===== config.mk =====
export PLATFORM = sky130hd
export DESIGN_NAME = mvm_seq_ctrl
export DESIGN_NICKNAME = d
export VERILOG_FILES = /design/src/rtl/mvm_seq_pkg.sv /design/src/rtl/mvm_seq_lat_counter.sv /design/src/rtl/mvm_seq_ctrl.sv
export SDC_FILE = /design/constraint.sdc
export NUM_CORES = 1
export LEC_CHECK = 0
export ABC_AREA = 1
export BUFFER_PORTS_ARGS = -buffer_cell sky130_fd_sc_hd__buf_4
export CAP_MARGIN = 15
export CORE_AREA = 5 5 73 75
export DETAILED_ROUTE_END_ITERATION = 6
export DIE_AREA = 0 0 78 80
export GPL_TIMING_DRIVEN = 0
export PLACE_DENSITY = 0.68
export SETUP_SLACK_MARGIN = 0.05
export SYNTH_ARGS = -nofsm -noshare
export SYNTH_HDL_FRONTEND = slang
export SYNTH_SLANG_ARGS = --single-unit

===== constraint.sdc =====
create_clock -name clk -period 2.6 [get_ports clk]
set_clock_uncertainty 0.1 [all_clocks]
set_input_delay 0.52 -clock clk [delete_from_list [all_inputs] [get_ports clk]]
set_output_delay 0.52 -clock clk [all_outputs]
set_load 0.02 [all_outputs]

===== src/rtl/mvm_seq_pkg.sv =====
// mvm_seq_pkg
// Shared types and constants for the matrix-vector multiply sequencer:
// FSM state encoding, default matrix dimension / word width, and the
// width helper for the per-phase word counter.
package mvm_seq_pkg;

    localparam int MVM_K_DEF = 32;
    localparam int MVM_B_DEF = 32;

    typedef enum logic [2:0] {
        IDLE      = 3'd0,
        LDM_PULSE = 3'd1,
        LDM_DATA  = 3'd2,
        LDV_PULSE = 3'd3,
        LDV_DATA  = 3'd4,
        START     = 3'd5,
        WAIT_DONE = 3'd6
    } state_t;

    // Counter must be able to hold K*K (largest phase length).
    function automatic int word_cnt_width(input int k);
        return $clog2(k * k + 1);
    endfunction

endpackage


===== src/rtl/mvm_seq_lat_counter.sv =====
// mvm_seq_lat_counter
// 32-bit saturating cycle counter used to measure compute latency.
// Ports:
//   clk, reset  - clock, synchronous active-high reset
//   clear       - zero the count (takes priority over inc)
//   inc         - advance the count by one, saturating at all-ones
//   count_inc   - saturating count+1, i.e. the value including the current cycle
module mvm_seq_lat_counter (
    input  logic        clk,
    input  logic        reset,
    input  logic        clear,
    input  logic        inc,
    output logic [31:0] count_inc
);

    logic [31:0] count;

    assign count_inc = (count == 32'hFFFF_FFFF) ? count : count + 32'd1;

    always_ff @(posedge clk) begin
        if (reset || clear) begin
            count <= '0;
        end else if (inc) begin
            count <= count_inc;
        end
    end

endmodule


===== src/rtl/mvm_seq_ctrl.sv =====
// mvm_seq_ctrl
// Sequencing controller for one MVM datapath. Accepts a run command,
// forwards K*K matrix words (unless reusing the stored matrix) and K vector
// words back-to-back, pulses start, then waits for done.
// Optional feature macro: MVM_SEQ_PERF_EN enables the per-run latency
// counter; without it lat_cycles is tied to 0.
// Ports:
//   clk, reset                 - clock, synchronous active-high reset
//   cmd_valid/cmd_ready        - run request handshake (ready only in IDLE)
//   cmd_vec_only               - reuse stored matrix, load vector only
//   in_valid/in_ready/in_data  - upstream word stream (ready only in data states)
//   mvm_loadm/loadv/start      - one-cycle pulses to the datapath
//   mvm_data                   - word forwarded to the datapath
//   mvm_done                   - datapath completion
//   run_done                   - one-cycle pulse on run completion
//   err                        - sticky {nomat, underrun}
//   lat_cycles                 - latency of last completed run
//
// state     | meaning
// IDLE      | waiting for a command
// LDM_PULSE | loadm pulse
// LDM_DATA  | streaming K*K matrix words
// LDV_PULSE | loadv pulse
// LDV_DATA  | streaming K vector words
// START     | start pulse
// WAIT_DONE | waiting for datapath done
module mvm_seq_ctrl
    import mvm_seq_pkg::*;
#(
    parameter int K = MVM_K_DEF,
    parameter int B = MVM_B_DEF
) (
    input  logic         clk,
    input  logic         reset,
    input  logic         cmd_valid,
    output logic         cmd_ready,
    input  logic         cmd_vec_only,
    input  logic         in_valid,
    output logic         in_ready,
    input  logic [B-1:0] in_data,
    output logic         mvm_loadm,
    output logic         mvm_loadv,
    output logic         mvm_start,
    output logic [B-1:0] mvm_data,
    input  logic         mvm_done,
    output logic         run_done,
    output logic [1:0]   err,
    output logic [31:0]  lat_cycles
);

    localparam int CNT_W = word_cnt_width(K);
    localparam logic [CNT_W-1:0] MAT_LAST = CNT_W'(K * K - 1);
    localparam logic [CNT_W-1:0] VEC_LAST = CNT_W'(K - 1);

    state_t           state;
    logic [CNT_W-1:0] word_cnt;
    logic             mat_valid;
    logic             data_state;

    assign data_state = (state == LDM_DATA) || (state == LDV_DATA);
    assign cmd_ready  = (state == IDLE);
    assign in_ready   = data_state;
    assign mvm_loadm  = (state == LDM_PULSE);
    assign mvm_loadv  = (state == LDV_PULSE);
    assign mvm_start  = (state == START);
    // Datapath cannot stall: a missing word is forwarded as zero.
    assign mvm_data   = (data_state && in_valid) ? in_data : '0;
    assign run_done   = (state == WAIT_DONE) && mvm_done;

    always_ff @(posedge clk) begin
        if (reset) begin
            state     <= IDLE;
            word_cnt  <= '0;
            mat_valid <= 1'b0;
            err       <= 2'b00;
        end else begin
            case (state)
                IDLE: begin
                    if (cmd_valid) begin
                        err <= 2'b00;
                        if (!cmd_vec_only) begin
                            state <= LDM_PULSE;
                        end else if (mat_valid) begin
                            state <= LDV_PULSE;
                        end else begin
                            err <= 2'b10;
                        end
                    end
                end
                LDM_PULSE: state <= LDM_DATA;
                LDM_DATA: begin
                    if (!in_valid) begin
                        // A partially loaded matrix is unusable.
                        err[0]    <= 1'b1;
                        mat_valid <= 1'b0;
                        word_cnt  <= '0;
                        state     <= IDLE;
                    end else if (word_cnt == MAT_LAST) begin
                        word_cnt  <= '0;
                        mat_valid <= 1'b1;
                        state     <= LDV_PULSE;
                    end else begin
                        word_cnt <= word_cnt + CNT_W'(1);
                    end
                end
                LDV_PULSE: state <= LDV_DATA;
                LDV_DATA: begin
                    if (!in_valid) begin
                        err[0]   <= 1'b1;
                        word_cnt <= '0;
                        state    <= IDLE;
                    end else if (word_cnt == VEC_LAST) begin
                        word_cnt <= '0;
                        state    <= START;
                    end else begin
                        word_cnt <= word_cnt + CNT_W'(1);
                    end
                end
                START: state <= WAIT_DONE;
                WAIT_DONE: begin
                    if (mvm_done) begin
                        state <= IDLE;
                    end
                end
                default: state <= IDLE;
            endcase
        end
    end

`ifdef MVM_SEQ_PERF_EN
    logic [31:0] lat_next;

    // Counter is zeroed in START so it reads 0 in the first WAIT_DONE cycle.
    mvm_seq_lat_counter u_lat_counter (
        .clk       (clk),
        .reset     (reset),
        .clear     (state == START),
        .inc       (state == WAIT_DONE),
        .count_inc (lat_next)
    );

    always_ff @(posedge clk) begin
        if (reset) begin
            lat_cycles <= '0;
        end else if (run_done) begin
            lat_cycles <= lat_next;
        end
    end
`else
    assign lat_cycles = '0;
`endif

endmodule


# Yosys cells after proc, flatten, opt, wreduce, memory -nomap -nowiden
# Cells that the tools add are included.
# totals
output_inout_bits	72
regBits	17
in_bits	38
wordCells	54
# classes
add_sub_neg	1
reduce_logical	11
n_mux	22
eq_ne	15
# ops
cell	count
11-bit 2-to-1 mux	4
32-bit 2-to-1 mux	1
3-bit 2-to-1 mux	8
11-bit one-hot mux with 2 select lines	1
3-bit one-hot mux with 7 select lines	1
11-bit by 1-bit adder with 11-bit output (second input constant)	1
11-bit by 10-bit equality test with 1-bit output (second input constant)	1
11-bit by 5-bit equality test with 1-bit output (second input constant)	1
3-bit equality test (second input constant)	3
3-bit by 2-bit != test with 1-bit output (second input constant)	3
3-bit by 2-bit equality test with 1-bit output (second input constant)	2
2-bit != test (second input constant)	3
5-bit AND reduction	1
1-bit 2-to-1 mux	4
2-bit 2-to-1 mux	2
2-bit AND reduction	2
2-bit nonzero test	2
3-bit by 1-bit equality test with 1-bit output (second input constant)	1
3-bit logical NOT	1
3-bit AND reduction	1
1-bit logical AND	2
2-bit by 1-bit != test with 1-bit output (second input constant)	1
1-bit one-hot mux with 2 select lines	1
2-bit OR reduction	1
1-bit logical OR	1

# Depth between registers and ports, before layout
# Gate-level depths: netlist of the first run.
# depth
ltp_word	4
ltp_mapped	9
ltp_nobuf	9

# Worst setup path before layout of the first run
# OpenSTA, ideal clock, no wires.
# synth_timing
path_type	register -> output
startpoint	register state[1]
endpoint	output mvm_data[10]
arrival_ns	1.269
required_ns	1.980
stages_incl_launch_ff	8
path_buffers	1
slack_ns	0.711
cell_sequence	dfxtp_1 > inv_2 > nor2_4 > nand2_2 > nand2_4 > nand2_2 > buf_2 > nor2_1
# synth_between
elab_chain_len	4
elab_cells_between_ends	5
classes_between	eq/ne (2); mux (1); reduce/logical (2)
# synth_rtl
item	line_no	text
start, declared	mvm_seq_ctrl.sv:55	state_t state;
start signal, assigned	mvm_seq_ctrl.sv:72	state <= IDLE;
start signal, assigned	mvm_seq_ctrl.sv:82	state <= LDM_PULSE;
start signal, assigned	mvm_seq_ctrl.sv:84	state <= LDV_PULSE;
3-bit by 2-bit equality test with 1-bit output or 3-bit equality test (tied branches)	mvm_seq_ctrl.sv:60	assign data_state = (state == LDM_DATA) || (state == LDV_DATA);
1-bit logical OR *	mvm_seq_ctrl.sv:60	
1-bit logical AND *	mvm_seq_ctrl.sv:67	assign mvm_data = (data_state && in_valid) ? in_data : '0;
32-bit 2-to-1 mux *	mvm_seq_ctrl.sv:67	
end, declared	mvm_seq_ctrl.sv:44	output logic [B-1:0] mvm_data,
# Mark *: on every way between the ends. The rest lies on a longest branch, timed or not.

# Final worst setup path of the first run
# layout_timing
startpoint	register state[1]
endpoint	output mvm_data[13]
# Same word-level chain as after synthesis.

==> impl.org, run 1 <==
** Cells and area
- After the last flow step, the layout net total stands at approximately 400.
- The number of antenna diodes in the final layout is 0.
- The layout has 470 filler cells.
- Layout area overhead :: 52.77%
- Layout cell share with drive strength beyond 1 :: 38.67%

** Setup path
- Along the worst path, the maximum fanout reaches 10.
- On the critical path, the stage with the largest delay is an instance of sky130_fd_sc_hd__dfxtp_1.
- The worst register-to-register path has a setup slack of 1.02 ns.
- Category of cells accounting for the largest share of critical-path delay :: simple AND/OR/NAND/NOR gates
- The worst setup path is of the register to output pin kind.
- The number of buffers and inverters on the critical path is 3.
- Setup crit start kind :: register
- Critical path cell sequence :: inv_2, nor2_4, nand2_2, nand2_4, nand2_2, buf_2, nor2_1, buf_4
- For this run, the slowest stage of the critical path takes 0.43 ns.
- Total stage count of the critical path :: 8
- Worst path required time :: 1.98 ns
- CP arrival :: 1.66 ns
- STA classifies the critical path endpoint as an output pin.
- Counting cells, the worst reg-to-reg path comes to 8.
- Counting stages on the worst path, the most repeated cell is sky130_fd_sc_hd__nand2_2.
- The endpoint identified for the worst register-to-register timing path is word_cnt[2]$_SDFFE_PP0P_.
- In this run the critical register-to-register path is launched from word_cnt[0]$_SDFFE_PP0P_.

** Power
- Summed over all nets, the switching power comes to 0.0007634 W.
- Switching share of power :: 49.07%
- PD cells :: 662.8 mW/mm²
- The internal power of the cells totals 0.0007923 W.
- VDD sags by at most about 0.55 mV.
- Summed over all cells, the static leakage comes to 1.413 nW.
- Relative contribution of sequential cells to total power :: 21.5%
- The share of total power dissipated in combinational logic is 64.6%.
- Clock group share of total power :: 13.9%

** Yosys
- The most common cell in the synthesized netlist is sky130_fd_sc_hd__nor2_1.
- After synthesis the cells add up to 0.001536 mm².
- Counting flops with a built-in enable in the synthesized netlist gives 0.
- Prevailing post-synth register cell :: sky130_fd_sc_hd__dfxtp_1
- Area share of the leading cell type in the synthesized netlist :: between 20% and 30%
- Commonest cells in the synthesized netlist :: 59 x sky130_fd_sc_hd__nor2_1, 47 x sky130_fd_sc_hd__inv_1, 34 x sky130_fd_sc_hd__nand2_1
- After synthesis the netlist holds a flip-flop and latch count of 17.
- The cell count after synthesis came out at 250.
- Number of distinct library cells after synthesis :: 36
- For this run, the register share of the synthesized area comes to between 20 and 25%.
- Synthesized area divided by synthesized cell count :: between 6 and 7 µm²
- Warnings from Yosys :: 0
- Synth area leaders :: sky130_fd_sc_hd__dfxtp_1 22%, sky130_fd_sc_hd__buf_4 16%, sky130_fd_sc_hd__nor2_1 14%
- For this run, asynchronously set or reset flops after synthesis account for 0%.
- Of all cell types, the one taking the most synthesized area is sky130_fd_sc_hd__dfxtp_1.

** Place
- Post-DP HPWL :: around 4000 µm
- The congestion estimate from routability-driven global placement came to 0.8700.
- The count of buffers added on input and output ports is 77.

** Flow run
- Number of max-cap violations :: 0

** Hold path
- Kind of path behind the tightest hold check :: register to register
- Along the worst hold path, the cell count comes to 2.
- In this run the most critical hold path is launched from err[0]$_SDFFE_PP0P_.
- Hold EP :: err[0]$_SDFFE_PP0P_

** GRT
- Antenna violations before repair :: 0
- Layer carrying the most global-route usage :: met2
- Global routing used 15.48% of the available met1 tracks.
- Global routing consumed, on the met2 layer, 25.29% of the routing resources.
- Global routing consumed, on the met3 layer, 2.935% of the routing resources.
- Entering global routing, the biggest net connects 12 pins.
- The first global-routing pass estimated 7024 µm of wire.
- Vias in the first global route :: 1483
- Overall Global Routing Usage :: a little over an eighth
- Summed over all layers, the global routing overflow is 0.

** Timing
- Post-route setup TNS :: 0 ns
- Highest Clock Rate :: 438.2 MHz
- RSZ-0062 raised after global routing :: no
- The final hold violation count is 0.
- The count of pins over their slew limit is 0.
- Setup violations remaining at the end of the flow were counted as 0.
- Counting I/O delays and the setup requirement, the final critical path takes 2.282 ns.
- Fraction of the cycle the final worst path needs :: 87.77%
- Worst-case hold slack :: 0.3462 ns

** Clocking
- Worst skew pair latency :: approximately 0.26 ns
- Clock-pin slew on the worst setup and hold paths :: 0.07 ns
- TritonCTS built the clock tree.
- CTS placed an instance of sky130_fd_sc_hd__clkbuf_8 at the clock tree root.
- Max clock buf depth :: 2
- Once the clock tree was built, the setup fixing pass inserted 0 buffers.
- Number of CTS-inserted buffers :: 3
- CTS built an H-tree with a depth of 1.
- The number of gates resized after CTS was 0.
- Buffers inserted to repair hold after CTS numbered 0.
- For this design, the sink count on the clock tree is 17.

** Route
- Remaining design rule violation count :: 0
- In the final routed layout, each cell accounts on average for 11.26 µm.
- The first routing iteration left 32 violations.
- Using the TritonRoute via totals, the vias-per-cell ratio works out to roughly 4.0.
- The pre-antenna-repair detailed-routing pass consisted of 4 iterations.
- The routed design has 4685 µm of wire.
- Detail Route Antenna Nets :: 0
- The routed layout has 1673 vias.

** Floorplan
- Die X :: ~78 µm
- The die covers between 0.006 and 0.007 mm².
- During I/O placement, the number of pins put on the boundary was 110.
- Initial cell density of the core :: approximately a third
- The floorplan step set the die height to 80 µm.
- Row generation in the floorplan step produced 25 rows.
- In this run the standard cell core region covers 0.004598 mm².

** Outcome
- Outcome :: finished clean
## worst max path at each step
stage	start	end
final	state[1]$_SDFFE_PP0P_	mvm_data[13]
after global routing	state[1]$_SDFFE_PP0P_	mvm_data[26]
after CTS	state[1]$_SDFFE_PP0P_	mvm_data[13]
after detailed placement	state[1]$_SDFFE_PP0P_	mvm_data[13]
after global placement	state[1]$_SDFFE_PP0P_	mvm_data[13]
after floorplan	state[1]$_SDFFE_PP0P_	mvm_data[10]
## power groups by stage
stage / clock network (W) / registers (W) / logic (W)
global placement: 0 / 0.000338 / 0.00101
CTS: 0.000218 / 0.000334 / 0.00102
floorplan: 0 / 0.000344 / 0.000666
finish: 0.000216 / 0.000335 / 0.00101
global route: 0.000232 / 0.000338 / 0.00110
detailed placement: 0 / 0.000339 / 0.00101
## cell usage in the layout (no fill, tap or decap), types with 3 or more instances in the layout
master                       n
sky130_fd_sc_hd__a21oi_1     5
sky130_fd_sc_hd__buf_2       4
sky130_fd_sc_hd__buf_4     109
sky130_fd_sc_hd__clkbuf_8    3
sky130_fd_sc_hd__conb_1     32
sky130_fd_sc_hd__dfxtp_1    17
sky130_fd_sc_hd__inv_1      47
sky130_fd_sc_hd__nand2_1    34
sky130_fd_sc_hd__nand2_2     4
sky130_fd_sc_hd__nand3_1     6
sky130_fd_sc_hd__nand4_1     5
sky130_fd_sc_hd__nor2_1     59
sky130_fd_sc_hd__nor2_2      4
## cell families after synthesis
group,count (synthesis),share of synthesized area [%]
fa+ha+maj,1,0.8142
mux,1,0.6515
flops,17,22.15
buf+inv,87,30.29
xor+xnor,3,1.710
simple gates,126,37.87
other cells,1,0.2441
compound gates,14,6.271
## final cells by class
cell class | instances | area [µm²] | area share (%)
clock buffer | 3 | 41.29 | 1.759
timing repair buffer | 77 | 578.1 | 24.63
multi-input combinational | 177 | 847.1 | 36.09
clock inverter | 1 | 7.507 | 0.3198
tap | 54 | 67.56 | 2.878
buffer | 37 | 275.3 | 11.73
inverter | 50 | 190.2 | 8.102
sequential | 17 | 340.3 | 14.50
## metal layers
layer	vias to the layer above	part of all wire (%)	routed length, µm
li1	905	-	-
met1	694	40	1890
met2	69	50	2327
met3	5	9.1	426
met4	0	0.85	40
met5	-	0	0
## registers in the layout, indices dropped and copies added (netlist names)
register,cells
mat_valid,1
word_cnt,11
err,2
state,3
## worst reg2reg max path: stages (launching register included)
cell and delay [ns]:
sky130_fd_sc_hd__dfxtp_1 0.37, sky130_fd_sc_hd__ha_1 0.21, sky130_fd_sc_hd__nand2_1 0.09, sky130_fd_sc_hd__inv_1 0.06, sky130_fd_sc_hd__nand2_1 0.08, sky130_fd_sc_hd__o21bai_2 0.23
sky130_fd_sc_hd__nand3_2 0.15, sky130_fd_sc_hd__nand2_4 0.13, sky130_fd_sc_hd__nor2_1 0.06
## per-stage QoR
step / setup slack (ns) / instances / power [W] / utilization (%) / area, µm²
6_report: 0.3179 / 416 / 0.001556 / 51.05 / 2347
5_1_grt: 0.1512 / 416 / 0.001673 / 51.05 / 2347
4_1_cts: 0.2994 / 416 / 0.001570 / 51.05 / 2347
3_5_place_dp: 0.5862 / 412 / 0.001352 / 49.99 / 2298
3_3_place_gp: 0.5826 / 412 / 0.001344 / 49.99 / 2298
2_1_floorplan: 0.7112 / 281 / 0.001010 / - / 1653
Power figures use the tool's default switching activity.
==> run 2, diff against run 1 <==
--- a/config.mk
+++ b/config.mk
@@ -8,11 +8,13 @@
 export ABC_AREA = 1
 export BUFFER_PORTS_ARGS = -buffer_cell sky130_fd_sc_hd__buf_4
 export CAP_MARGIN = 15
-export CORE_AREA = 5 5 73 75
+export CELL_PAD_IN_SITES_DETAIL_PLACEMENT = 2
+export CELL_PAD_IN_SITES_GLOBAL_PLACEMENT = 2
+export CORE_AREA = 5 5 94 96
 export DETAILED_ROUTE_END_ITERATION = 6
-export DIE_AREA = 0 0 78 80
+export DIE_AREA = 0 0 99 101
 export GPL_TIMING_DRIVEN = 0
-export PLACE_DENSITY = 0.68
+export PLACE_DENSITY_LB_ADDON = 0.1
 export SETUP_SLACK_MARGIN = 0.05
 export SYNTH_ARGS = -nofsm -noshare
 export SYNTH_HDL_FRONTEND = slang
==> run 2 against run 1 <==
Core utilization fell by 21 points. Cell count is 12% higher. Design area rose by 2.6%. Largest cell class unchanged. Register-to-register slack lost 0.02 ns.
==> impl.org, run 2 (synthesized netlist as in run 1, its figures left out) <==
** Place
- Final RePlAce weighted congestion :: 0.7516
- Port buffering added 77 buffers.
- After legalization and detailed placement, the total HPWL measured approximately 5000 µm.
- Area of placed instances :: 0.002362 mm²
- Inst Count DP :: 463

** GRT
- Global routing used 11.20% of the available tracks.
- Entering global routing, the biggest net connects 11 pins.
- Antenna violations before repair :: 0
- Global routing finished with a remaining overflow of 0.
- The number of global-route vias before repair is 1864.
- The first global-routing pass estimated 9094 µm of wire.

** Route
- Summed over all nets, wire length on met2 after detailed routing comes to about 2600 µm.
- Detail Route Antenna Nets :: 0
- Average wire per standard cell :: 12.37 µm
- Top layer used by detailed routing :: met4
- The routed design uses slightly below 400 µm of met3 wire.
- Total wire length :: 5777 µm
- Via Count :: around 1800
- For this block, wires on met1 add up to 2709 µm.
- Before antenna repair, the detailed router went through 3 iterations.
- Remaining design rule violation count :: 0
- Vias per cell :: between 3 and 4
- Initial DRC Count :: 16

** Setup path
- Largest driver fanout on the critical path :: 10
- Setup crit start kind :: register
- Worst path required time :: 1.98 ns
- Data arrives at the worst endpoint at between 1.5 and 2 ns.
- The critical path is of the register to output pin type.
- Worst Setup End Kind :: output pin

** Clocking
- The tree built by TritonCTS fans out to 17 sinks.
- Clock-pin slew on the worst setup and hold paths :: 0.07 ns
- Hold repair after CTS inserted 0 buffers.
- Setup bufs post-CTS :: 0
- Number of gates resized after CTS :: 0
- Max clock buf depth :: 2
- Clock tree synthesis inserted a total of 3 buffers.
- TritonCTS built the clock tree.
- Worst skew pair latency :: roughly 0.26 ns
- In this run the number of H-tree levels came out at 1.
- The tree is rooted in a sky130_fd_sc_hd__clkbuf_8.

** Cells and area
- The area growth from synthesis to layout is 56.76%.
- Final nets :: 402
- For this run, the number of standard cells in the final layout without fillers is 467.
- Summing all multi-input logic gate instances after layout gives 847.1 µm².
- Design area :: 0.002409 mm²
- The library cell used most frequently in the layout, excluding fill and tap cells, is sky130_fd_sc_hd__buf_4.
- In the layout the commonest cells are 109 x sky130_fd_sc_hd__buf_4, 59 x sky130_fd_sc_hd__nor2_1, 47 x sky130_fd_sc_hd__inv_1, 34 x sky130_fd_sc_hd__nand2_1, 32 x sky130_fd_sc_hd__conb_1.
- The number of antenna diodes in the final layout is 0.
- Layout cell share with drive strength beyond 1 :: 38.67%
- Number of flip-flops under the largest register name :: 11
- Fill cells :: around 1000
- Largest register by flop count :: word_cnt
- The largest registers in the layout are word_cnt: 11 flops, state: 3 flops, err: 2 flops.
- The sequential cells in the finished layout cover a total of around 340 µm².

** Hold path
- Kind of path behind the tightest hold check :: register to register

** Floorplan
- The floorplan step defined a die boundary enclosing 0.009999 mm².
- Initial cell density of the core :: 19.28%
- In this run the standard cell core region covers 0.007969 mm².
- # rows :: 33
- Measured along the x axis, the die boundary spans 99 µm.
- From bottom edge to top edge, the die measures roughly 100 µm.
- Pin placement for this block handled 110 I/O pins.

** Power
- Worst voltage drop across the vdd grid :: roughly 0.25 mV
- In this run the static leakage power is approximately 1.4 nW.
- Final Total Pwr :: 0.001583 W
- For this design the ratio of total power to cell area is 657.4 mW/mm².

** Timing
- Time the worst path needs with I/O delays and setup :: 2.348 ns
- Adding up every negative setup slack in the final design gives 0 ns.
- Setup repair after global routing left no endpoint under its margin.
- Fraction of the cycle the final worst path needs :: roughly 90%
- Highest Clock Rate :: 425.9 MHz
- Final slew viol count :: 0
- Worst-case hold slack :: 0.3525 ns
- The final hold violation count was 0.
- Final setup violation count :: 0

** Flow run
- Across the run, the number of max-cap violations was 0.

** Outcome
- The run finished with clean final reports.
## run 2: changes by cell type in the layout (fill, tap and decap cells not counted)
cell | before | now
sky130_fd_sc_hd__clkinv_2 | 0 | 1
sky130_fd_sc_hd__clkinvlp_4 | 1 | 0
## run 2: final cells by class
type                            count  area share (%)
Buffer                             37           11.43
Sequential cell                    17           14.13
Inverter                           50           7.896
Tap cell                          105           5.455
Timing Repair Buffer               77           24.00
Clock inverter                      1          0.2078
Multi-Input combinational cell    177           35.17
Clock buffer                        3           1.714
## run 2: metrics by stage
stage          worst slack (ns)  utilization, %
6_report                 0.2521           30.22
2_1_floorplan            0.7112               -
5_1_grt                 0.05363           30.22
4_1_cts                  0.2085           30.22
3_5_place_dp             0.5033           29.64
3_3_place_gp             0.4991           29.64
## run 2: path summary, 6_finish.rpt
kind | start | endpoint | slack [ns] | cells after the start
worst min-delay path | err[0]$_SDFFE_PP0P_ | err[0]$_SDFFE_PP0P_ | 0.35 | 2
worst max register to register | word_cnt[0]$_SDFFE_PP0P_ | word_cnt[10]$_SDFFE_PP0P_ | 1.00 | 8
worst min register to register | err[0]$_SDFFE_PP0P_ | err[0]$_SDFFE_PP0P_ | 0.35 | 2
worst max-delay path | state[1]$_SDFFE_PP0P_ | mvm_data[22] | 0.25 | 7
## run 2: where the power goes
part           total [W]  internal [W]  switching, W  leakage, nW
Clock           0.000210      0.000107      0.000103       0.0255
Combinational    0.00104      0.000388      0.000647         1.25
Sequential      0.000337      0.000295     0.0000423        0.138
## run 2: worst max-delay path: stages, from the launching register on
cell                      delay (ns)
sky130_fd_sc_hd__dfxtp_1        0.36
sky130_fd_sc_hd__nor2_2         0.26
sky130_fd_sc_hd__nand2_2        0.12
sky130_fd_sc_hd__nand2_4        0.14
sky130_fd_sc_hd__nand2_2        0.11
sky130_fd_sc_hd__buf_2          0.20
sky130_fd_sc_hd__nor2_1         0.12
sky130_fd_sc_hd__buf_4          0.16
## run 2: routing by layer
layer / up-vias / GRT usage [%]
met4: 0 / 2.206
met3: 4 / 2.422
li1: 904 / -
met1: 819 / 14.45
met5: - / 0
met2: 69 / 19.27
